===== src/rtl/approx_mult_pkg.sv =====
// Shared types and helpers for the approximate-multiplier error sweeper.
package approx_mult_pkg;

   localparam int SCALE_W = 14;

   typedef enum logic [2:0] {
      ST_IDLE,
      ST_DRIVE,
      ST_WAIT,
      ST_CHECK,
      ST_DIV,
      ST_ACC,
      ST_DONE
   } sweep_state_e;

   // Divider length equals its dividend width: one quotient bit per cycle.
   function automatic int div_cycles(int w);
      return 2 * w + SCALE_W;
   endfunction

   function automatic logic [63:0] exact_product(logic [31:0] a, logic [31:0] b);
      return 64'(a) * 64'(b);
   endfunction

endpackage


===== src/rtl/seq_div_restoring.sv =====
// Unsigned restoring divider; first quotient bit is produced on the start edge,
// done pulses in the NW-th cycle after start, with the quotient already valid.
module seq_div_restoring #(
   parameter int NW = 30,
   parameter int DW = 16
) (
   input  logic          clk,
   input  logic          rst_n,
   input  logic          start_i,
   input  logic          flush_i,
   input  logic [NW-1:0] dividend_i,
   input  logic [DW-1:0] divisor_i,
   output logic          done_o,
   output logic [NW-1:0] quotient_o
);
   localparam int CNT_W = $clog2(NW + 1);

   logic [DW-1:0]    rem_q, rem_d, dvs_q, dvs_d, src_rem, src_dvs;
   logic [NW-1:0]    quo_q, quo_d, src_quo;
   logic [CNT_W-1:0] cnt_q, cnt_d;
   logic             done_q, done_d;
   logic [DW:0]      trial;
   logic             fits;

   always_comb begin
      src_rem = start_i ? '0 : rem_q;
      src_quo = start_i ? dividend_i : quo_q;
      src_dvs = start_i ? divisor_i : dvs_q;
      trial   = {src_rem, src_quo[NW-1]};
      fits    = (trial >= {1'b0, src_dvs});
      rem_d   = rem_q;
      quo_d   = quo_q;
      dvs_d   = dvs_q;
      cnt_d   = cnt_q;
      done_d  = 1'b0;
      if (flush_i) begin
         cnt_d = '0;
      end else if (start_i || (cnt_q != '0)) begin
         rem_d  = fits ? DW'(trial - {1'b0, src_dvs}) : trial[DW-1:0];
         quo_d  = {src_quo[NW-2:0], fits};
         dvs_d  = src_dvs;
         cnt_d  = start_i ? CNT_W'(NW - 1) : cnt_q - CNT_W'(1);
         done_d = (cnt_d == '0);
      end
   end

   always_ff @(posedge clk or negedge rst_n) begin
      if (!rst_n) begin
         rem_q  <= '0;
         quo_q  <= '0;
         dvs_q  <= '0;
         cnt_q  <= '0;
         done_q <= 1'b0;
      end else begin
         rem_q  <= rem_d;
         quo_q  <= quo_d;
         dvs_q  <= dvs_d;
         cnt_q  <= cnt_d;
         done_q <= done_d;
      end
   end

   assign done_o     = done_q;
   assign quotient_o = quo_q;

endmodule


===== src/rtl/approx_mult_err_sweeper.sv =====
// Exhaustive accuracy sweep of an external approximate multiplier over all
// nonzero operand pairs, accumulating count, ED sum, max ED and scaled RED sum.
module approx_mult_err_sweeper
   import approx_mult_pkg::*;
#(
   parameter int W            = 8,
   parameter int MULT_LATENCY = 0,
   parameter int SCALE        = 10000
) (
   input  logic           clk,
   input  logic           rst_n,
   input  logic           start_i,
   input  logic           abort_i,
   output logic [W-1:0]   mult_a_o,
   output logic [W-1:0]   mult_b_o,
   input  logic [2*W-1:0] mult_r_i,
   output logic           busy_o,
   output logic           done_o,
   output logic [2*W-1:0] err_count_o,
   output logic [31:0]    ed_sum_o,
   output logic [2*W-1:0] max_ed_o,
   output logic [63:0]    red_sum_o
);
   localparam int PW = 2 * W;
   localparam int NW = div_cycles(W);
   localparam int CW = (MULT_LATENCY > 1) ? $clog2(MULT_LATENCY) : 1;
   localparam logic [W-1:0] OP_MAX = '1;
   localparam logic [W-1:0] OP_ONE = W'(1);

   sweep_state_e  state_q, state_d;
   logic [W-1:0]  a_q, a_d, b_q, b_d, ma_q, ma_d, mb_q, mb_d;
   logic [CW-1:0] wait_q, wait_d;
   logic [PW-1:0] err_q, err_d, max_q, max_d;
   logic [31:0]   eds_q, eds_d;
   logic [63:0]   red_q, red_d;

   logic [PW-1:0] exact, ed;
   logic [32:0]   ed_sum_add;
   logic [31:0]   ed_sum_sat;
   logic [NW-1:0] dividend, div_quo;
   logic          div_start, div_flush, div_done, advance, last_pair;

   assign exact      = PW'(exact_product(32'(a_q), 32'(b_q)));
   assign ed         = (mult_r_i >= exact) ? mult_r_i - exact : exact - mult_r_i;
   assign ed_sum_add = {1'b0, eds_q} + 33'(ed);
   assign ed_sum_sat = ed_sum_add[32] ? '1 : ed_sum_add[31:0];
   assign dividend   = NW'(ed) * NW'(SCALE);
   assign last_pair  = (a_q == OP_MAX) && (b_q == OP_MAX);

   always_comb begin
      state_d   = state_q;
      a_d       = a_q;
      b_d       = b_q;
      ma_d      = ma_q;
      mb_d      = mb_q;
      wait_d    = wait_q;
      err_d     = err_q;
      eds_d     = eds_q;
      max_d     = max_q;
      red_d     = red_q;
      div_start = 1'b0;
      div_flush = 1'b0;
      advance   = 1'b0;
      case (state_q)
         ST_IDLE: if (start_i) begin
            err_d   = '0;
            eds_d   = '0;
            max_d   = '0;
            red_d   = '0;
            a_d     = OP_ONE;
            b_d     = OP_ONE;
            state_d = ST_DRIVE;
         end
         ST_DRIVE: begin
            ma_d = a_q;
            mb_d = b_q;
            if (MULT_LATENCY > 0) begin
               wait_d  = CW'(MULT_LATENCY - 1);
               state_d = ST_WAIT;
            end else begin
               state_d = ST_CHECK;
            end
         end
         ST_WAIT: if (wait_q == '0) state_d = ST_CHECK;
                  else wait_d = wait_q - CW'(1);
         ST_CHECK: if (ed != '0) begin
            err_d     = err_q + PW'(1);
            eds_d     = ed_sum_sat;
            max_d     = (ed > max_q) ? ed : max_q;
            div_start = 1'b1;
            state_d   = ST_DIV;
         end else begin
            advance = 1'b1;
         end
         ST_DIV: if (div_done) state_d = ST_ACC;
         ST_ACC: begin
            red_d   = red_q + 64'(div_quo);
            advance = 1'b1;
         end
         ST_DONE: state_d = ST_IDLE;
         default: state_d = ST_IDLE;
      endcase

      if (advance) begin
         if (last_pair) begin
            state_d = ST_DONE;
         end else begin
            state_d = ST_DRIVE;
            if (b_q == OP_MAX) begin
               b_d = OP_ONE;
               a_d = a_q + OP_ONE;
            end else begin
               b_d = b_q + OP_ONE;
            end
         end
      end

      // Abort overrides everything above: partial results stay frozen.
      if (abort_i && (state_q != ST_IDLE)) begin
         state_d   = ST_IDLE;
         err_d     = err_q;
         eds_d     = eds_q;
         max_d     = max_q;
         red_d     = red_q;
         div_start = 1'b0;
         div_flush = 1'b1;
      end
   end

   always_ff @(posedge clk or negedge rst_n) begin
      if (!rst_n) begin
         state_q <= ST_IDLE;
         a_q     <= '0;
         b_q     <= '0;
         ma_q    <= '0;
         mb_q    <= '0;
         wait_q  <= '0;
         err_q   <= '0;
         eds_q   <= '0;
         max_q   <= '0;
         red_q   <= '0;
      end else begin
         state_q <= state_d;
         a_q     <= a_d;
         b_q     <= b_d;
         ma_q    <= ma_d;
         mb_q    <= mb_d;
         wait_q  <= wait_d;
         err_q   <= err_d;
         eds_q   <= eds_d;
         max_q   <= max_d;
         red_q   <= red_d;
      end
   end

   seq_div_restoring #(
      .NW(NW),
      .DW(PW)
   ) u_div (
      .clk       (clk),
      .rst_n     (rst_n),
      .start_i   (div_start),
      .flush_i   (div_flush),
      .dividend_i(dividend),
      .divisor_i (exact),
      .done_o    (div_done),
      .quotient_o(div_quo)
   );

   assign mult_a_o    = ma_q;
   assign mult_b_o    = mb_q;
   assign busy_o      = (state_q != ST_IDLE) && (state_q != ST_DONE);
   assign done_o      = (state_q == ST_DONE);
   assign err_count_o = err_q;
   assign ed_sum_o    = eds_q;
   assign max_ed_o    = max_q;
   assign red_sum_o   = red_q;

endmodule


===== config.mk =====
export PLATFORM = sky130hd
export DESIGN_NAME = approx_mult_err_sweeper
export DESIGN_NICKNAME = d
export VERILOG_FILES = /design/src/rtl/approx_mult_pkg.sv /design/src/rtl/seq_div_restoring.sv /design/src/rtl/approx_mult_err_sweeper.sv
export SDC_FILE = /design/constraint.sdc
export NUM_CORES = 1
export LEC_CHECK = 0
export ABC_AREA = 1
export BUFFER_PORTS_ARGS = -buffer_cell sky130_fd_sc_hd__clkbuf_2
export CAP_MARGIN = 25
export CORE_UTILIZATION = 30
export CTS_CLUSTER_DIAMETER = 60
export DETAILED_ROUTE_END_ITERATION = 10
export PLACE_DENSITY = 0.56
export SYNTH_ARGS = -nofsm -noshare
export SYNTH_HDL_FRONTEND = slang
export SYNTH_SLANG_ARGS = --single-unit

===== constraint.sdc =====
create_clock -name clk -period 15.9 [get_ports clk]
set_input_delay 4.77 -clock clk [delete_from_list [all_inputs] [get_ports clk]]
set_output_delay 4.77 -clock clk [all_outputs]
set_load 0.005 [all_outputs]

==> results of run 1 <==
==> report_power, final <==
part / total [mW] / internal, mW / switching [mW]
Combinational: 3.59 / 1.39 / 2.20
Clock: 0.802 / 0.492 / 0.310
Sequential: 0.905 / 0.751 / 0.154
Total: 5.30 / 2.63 / 2.67
==> sequential cells by signal (all words and copies together), names as in the netlist, 3 cells and up <==
| register | count |
|---|---|
| u_div.cnt_q | 5 |
| a_q | 8 |
| b_q | 8 |
| u_div.quotient_o | 30 |
| red_sum_o | 64 |
| u_div.dvs_q | 16 |
| err_count_o | 16 |
| ed_sum_o | 32 |
| max_ed_o | 16 |
| state_q | 3 |
| mult_a_o | 8 |
| u_div.rem_q | 16 |
| mult_b_o | 8 |
==> cell usage in the layout, fill, tap and decap left out, drive strengths merged, types with 8 or more instances in the layout <==
cell type / instances
a21oi: 189
a31oi: 32
buf: 16
clkbuf: 207
clkinv: 11
dfrtp: 231
fa: 76
ha: 220
inv: 506
nand2: 673
nand3: 121
nand4: 43
nor2: 188
nor3: 49
nor4: 22
o211ai: 9
o21a: 14
o21ai: 221
o21bai: 8
o31ai: 28
or2: 16
xnor2: 37
xor2: 62
==> synth_stat cells (all sizes together), types with 5 or more instances <==
cell and count:
dfrtp 231, a21o 7, inv 504, ha 220
fa 76, nor3 49, buf 37, nor4 22
nand2 673, o21ai 221, nor2 188, o211ai 9
xor2 62, clkbuf 37, xnor2 37, a31oi 32
a211oi 5, or2 16, a21oi 189, o21bai 8
nand3 121, o21a 14, o31ai 28, nand4 43
==> tightest hold or removal path, stage by stage, from the launching register on <==
cell and delay [ns]:
dfrtp_1 0.34, nand2_1 0.05, o21ai_0 0.06
==> path summary, 6_finish.rpt <==
path / to / slack, ns
max in group asynchronous: a_q[0]$_DFF_PN0_ / 10.15
min reg2reg: mult_a_o[6]$_DFFE_PN0N_ / 0.48
min: mult_a_o[6]$_DFFE_PN0N_ / 0.48
min in group asynchronous: red_sum_o[30]$_DFFE_PN0P_ / 4.29
max reg2reg: u_div.rem_q[1]$_DFFE_PN0P_ / 2.45
max: u_div.rem_q[1]$_DFFE_PN0P_ / 2.45
==> logic make-up after synthesis <==
| family | after synthesis | synth area share, % |
|---|---|---|
| flip-flops | 231 | 27.5 |
| adder cells (fa/ha/maj) | 296 | 20.3 |
| multiplexers | 3 | 0.155 |
| XOR/XNOR | 99 | 4.12 |
| buffers and inverters | 580 | 11.0 |
| AO/OA/AOI/OAI | 537 | 14.3 |
| AND/OR/NAND/NOR | 1121 | 22.7 |
==> final cells by class <==
| cell class | count | area, sq um |
|---|---|---|
| Inverter | 506 | 1900 |
| Clock inverter | 19 | 231 |
| Multi-Input combinational cell | 2056 | 13000 |
| Tap cell | 931 | 1160 |
| Timing Repair Buffer | 180 | 948 |
| Fill cell | 7437 | 45100 |
| Sequential cell | 231 | 5780 |
| Clock buffer | 43 | 977 |
==> metrics by stage <==
stage | worst slack, ns | hold slack (ns)
2_1_floorplan | 3.50 | 0.443
3_3_place_gp | 2.13 | 0.462
3_5_place_dp | 1.89 | 0.467
4_1_cts | 2.31 | 0.482
5_1_grt | 1.17 | 0.513
6_report | 2.45 | 0.482
==> layer usage <==
| layer | global-route usage [%] | up-vias | part of all wire (%) |
|---|---|---|---|
| met4 | 4.38 | 0 | 2.0 |
| met2 | 27.9 | 374 | 45 |
| met3 | 2.59 | 66 | 4.8 |
| li1 | - | 9606 | - |
| met1 | 24.9 | 8803 | 49 |
| met5 | 0 | - | 0 |
==> run metrics, run 1 <==
IO Count=166; Post-CTS Resized=0; Tot Pwr=5.30 mW; Clock Skew=0.0345 ns; die height=267 microns; WL final=62.2 mm; cell family with most CP delay=adder cells; status=finished, final reports clean; H-tree levels=2; row count=96; fin crit period=13.45 ns; register bit total from synthesis=231; layout cell share with drive strength beyond 1=9.85%; global route overflow=0; vias in the first global route=18,100; Synthesized Nets=3,183; WP data required=16.32 ns; Port Buffers=165; Max VDD drop=0.219 mV; worst skew pair latency=0.56 ns; fin crit share=84.6%; crit path kind=reg -> reg; DRC errors left=0; first-pass GRT wire length=99.7 mm; Worst-Margin Slew=0.974 ns; fin. max-slew vios=0; sequential share of the synthesized area=27.5%; Buffers & Inverters on Critical Path=10; via count=18,800; # setup viols final=0; Synth Instances=2,867; buffer count from post-CTS setup fixing=0; clk slew on worst S/H paths=0.06 ns; Post-DP Area=0.0228 sq mm; Antenna Nets Post-Route=0; Hold Path Depth=2; largest area contributor in the netlist=dfrtp_1; post-layout util=34.7%; Clock Tree Buf Depth=3; Nets=3,327; worst-path fanout max=31; CTS tree=done; Max Cap Viol=0; CP Launch Type=flip-flop; top_reg_cell synth=dfrtp_1; post-detail-place hpwl=48.3 mm; fmax=74.4 MHz; Initial Util=30.5%; yosys warns=0; CTS root buffer=clkbuf_16; Cell Area, Synth=0.0211 sq mm; EDFF count, synth=0; total track usage=17.6%; DP Cell Count=3,904; leakage=12.6 nW; Final Non-Filler Cells=3,966; top post-synthesis cells by area=dfrtp_1 27%, ha_1 13%, nand2_1 12%, inv_1 8.8%, fa_1 7.2%; Levels on crit path=58; design area=0.0240 sq mm; vias per std cell=4.75; Critical Path End Type=flip-flop; power per cell area=221 mW/mm^2; Rel. slew slack=34.8%; Layout area overhead=13.9%; Crit. Startpoint=a_q[0]$_DFF_PN0_; hold buffer count at CTS=0; Pre-Repair DR Iteration Count=5; Num CTS Buffers=36; CP max-delay cell=xor2_1; Core ar.=0.0691 sq mm; initial DRC count=1,225; antenna violations before repair=0; CP peak stage delay=0.75 ns; RSZ-0062 raised after global routing=false; # diodes=0; Wirelength per Cell=15.7 microns; largest net degree at the start of global routing=103; Synth Area per Inst=7.34 sq um; top cell type's share of synthesized area=27.5%; crit path DAT=13.86 ns; HP Start=mult_a_o[6]$_DFFE_PN0N_; reg2reg start=a_q[0]$_DFF_PN0_; die area=0.0712 sq mm; library cells used by synthesis=64; chip width=267 microns; Hold Path Class=reg -> reg; final hold viol count=0; async set-reset flop share out of synthesis=100%; Final Wtd Congestion=0.924; R2R cell count=58; clock sinks=231; Setup TNS Final=0 ns
No activity file was read; power rests on OpenSTA's default activity.
==> run 2, diff against run 1 <==
==> constraint.sdc (replaced) <==
create_clock -name clk -period 12.4 [get_ports clk]
set_input_delay 3.72 -clock clk [delete_from_list [all_inputs] [get_ports clk]]
set_output_delay 3.72 -clock clk [all_outputs]
set_load 0.005 [all_outputs]
==> run metrics, run 2 (synthesized netlist as in run 1, its figures left out) <==
Core ar.=0.0691 sq mm; most common cell after layout, fill and taps aside=nand2_1; fin crit share=92.8%; crit path DAT=11.90 ns; worst-path fanout max=8; final hold viol count=0; row count=96; R2R cell count=61; clk slew on worst S/H paths=0.06 ns; Hold Path Depth=2; die height=267 microns; Num CTS Buffers=35; # diodes=0; most frequent cells in the layout=663 x nand2_1, 493 x inv_1, 224 x dfrtp_1, 219 x ha_1, 184 x a21oi_1; first-pass GRT wire length=101 mm; Rel. slew slack=39.5%; CP Launch Type=flip-flop; Max Cap Viol=0; status=finished, final reports clean; max FFs per register=64; Initial Util=30.5%; HP Start=u_div.rem_q[15]$_DFFE_PN0P_; Port Buffers=165; Hold Path Class=reg -> reg; Nets=3,369; vias per std cell=4.73; Max VDD drop=0.338 mV; largest net degree at the start of global routing=101; CTS tree=done; post-layout util=35.2%; Critical Path End Type=flip-flop; # setup viols final=0; most used cell, CP=nand2_1; WHS Endpoint=u_div.rem_q[15]$_DFFE_PN0P_; Pre-Repair DR Iteration Count=7; total track usage=17.7%; antenna violations before repair=0; IO Count=166; DRC errors left=0; fin crit period=11.51 ns; leakage=12.8 nW; Layout area overhead=15.4%; Clock Skew=0.0201 ns; Crit Reg-Reg Endpoint=u_div.rem_q[14]$_DFFE_PN0P_; WP data required=12.79 ns; H-tree levels=2; worst skew pair latency=0.54 ns; Crit. Startpoint=a_q[1]$_DFF_PN0_; Antenna Nets Post-Route=0; reg2reg start=a_q[1]$_DFF_PN0_; initial DRC count=1,160; Final Wtd Congestion=0.881; Wirelength per Cell=15.7 microns; power per cell area=279 mW/mm^2; fin. max-slew vios=0; Reg2Reg Setup Slack=0.89 ns; via count=19,000; CTS root buffer=clkbuf_16; die area=0.0712 sq mm; CP peak stage delay=0.66 ns; Clock Tree Buf Depth=3; post-detail-place hpwl=48.9 mm; Setup TNS Final=0 ns; WL final=62.8 mm; Worst-Margin Slew=0.908 ns; CP max-delay cell=fa_1; chip width=267 microns; crit path kind=reg -> reg; clock sinks=231; global route overflow=0; vias in the first global route=18,400; layout cell share with drive strength beyond 1=11.6%; fmax=86.9 MHz
## run 2: worst max-delay path, delay by kind of cell (launching register included)
kind                       cells  cell delay, ns
AOI/OAI and AO/OA             11            1.57
and+or+nand+nor               24            2.39
DFF                            1            0.45
xor gates and xnor gates       3            0.55
adders and majority gates     14            5.78
buffers and inverters          9            0.60
## run 2: layout make-up
type	count	area, sq um
Clock buffer	49	1020
Clock inverter	12	92.6
Fill cell	7360	44800
Inverter	506	1910
Multi-Input combinational cell	2056	13000
Sequential cell	231	5790
Tap cell	931	1160
Timing Repair Buffer	223	1270
## run 2: worst max-delay path by stage
stage | end | slack, ns | depth (start not counted)
global placement | u_div.rem_q[14]$_DFFE_PN0P_ | 0.36 | 61
global route | u_div.rem_q[0]$_DFFE_PN0P_ | -0.04 | 59
finish | u_div.rem_q[14]$_DFFE_PN0P_ | 0.89 | 61
CTS | u_div.rem_q[14]$_DFFE_PN0P_ | 0.17 | 63
floorplan | u_div.rem_q[14]$_DFFE_PN0P_ | 0.83 | 61
detailed placement | u_div.rem_q[14]$_DFFE_PN0P_ | 0.19 | 58
## run 2: layer usage
metal	up-vias	global-route usage, %	routed length [microns]
li1	9687	-	-
met4	0	5.34	1740
met1	8790	24.9	30200
met5	-	0	0
met2	402	27.7	27500
met3	75	3.00	3380
## run 2: repair_timing
item / CTS / global route
endpoints found under the hold margin: 0 / 0
endpoints found under the setup margin: 0 / 17
setup buffers: 0 / 22
hold buffers: 0 / 0
gates resized for setup: 0 / 28
## run 2: metrics by stage
step	cell area (sq um)	setup slack (ns)	hold WS, ns	instances	power, mW
floorplan	21100	0.826	0.443	2867	4.68
global route	24300	-0.0371	0.510	4008	7.61
finish	24300	0.894	0.481	4008	6.77
global placement	22900	0.360	0.464	3925	5.78
CTS	24000	0.174	0.484	3986	6.82
detailed placement	22900	0.190	0.470	3925	5.80
## run 2: report_power, final
part	switching (mW)	internal, mW
clock network	0.384	0.577
registers	0.187	0.963
logic	2.85	1.81
total	3.43	3.35
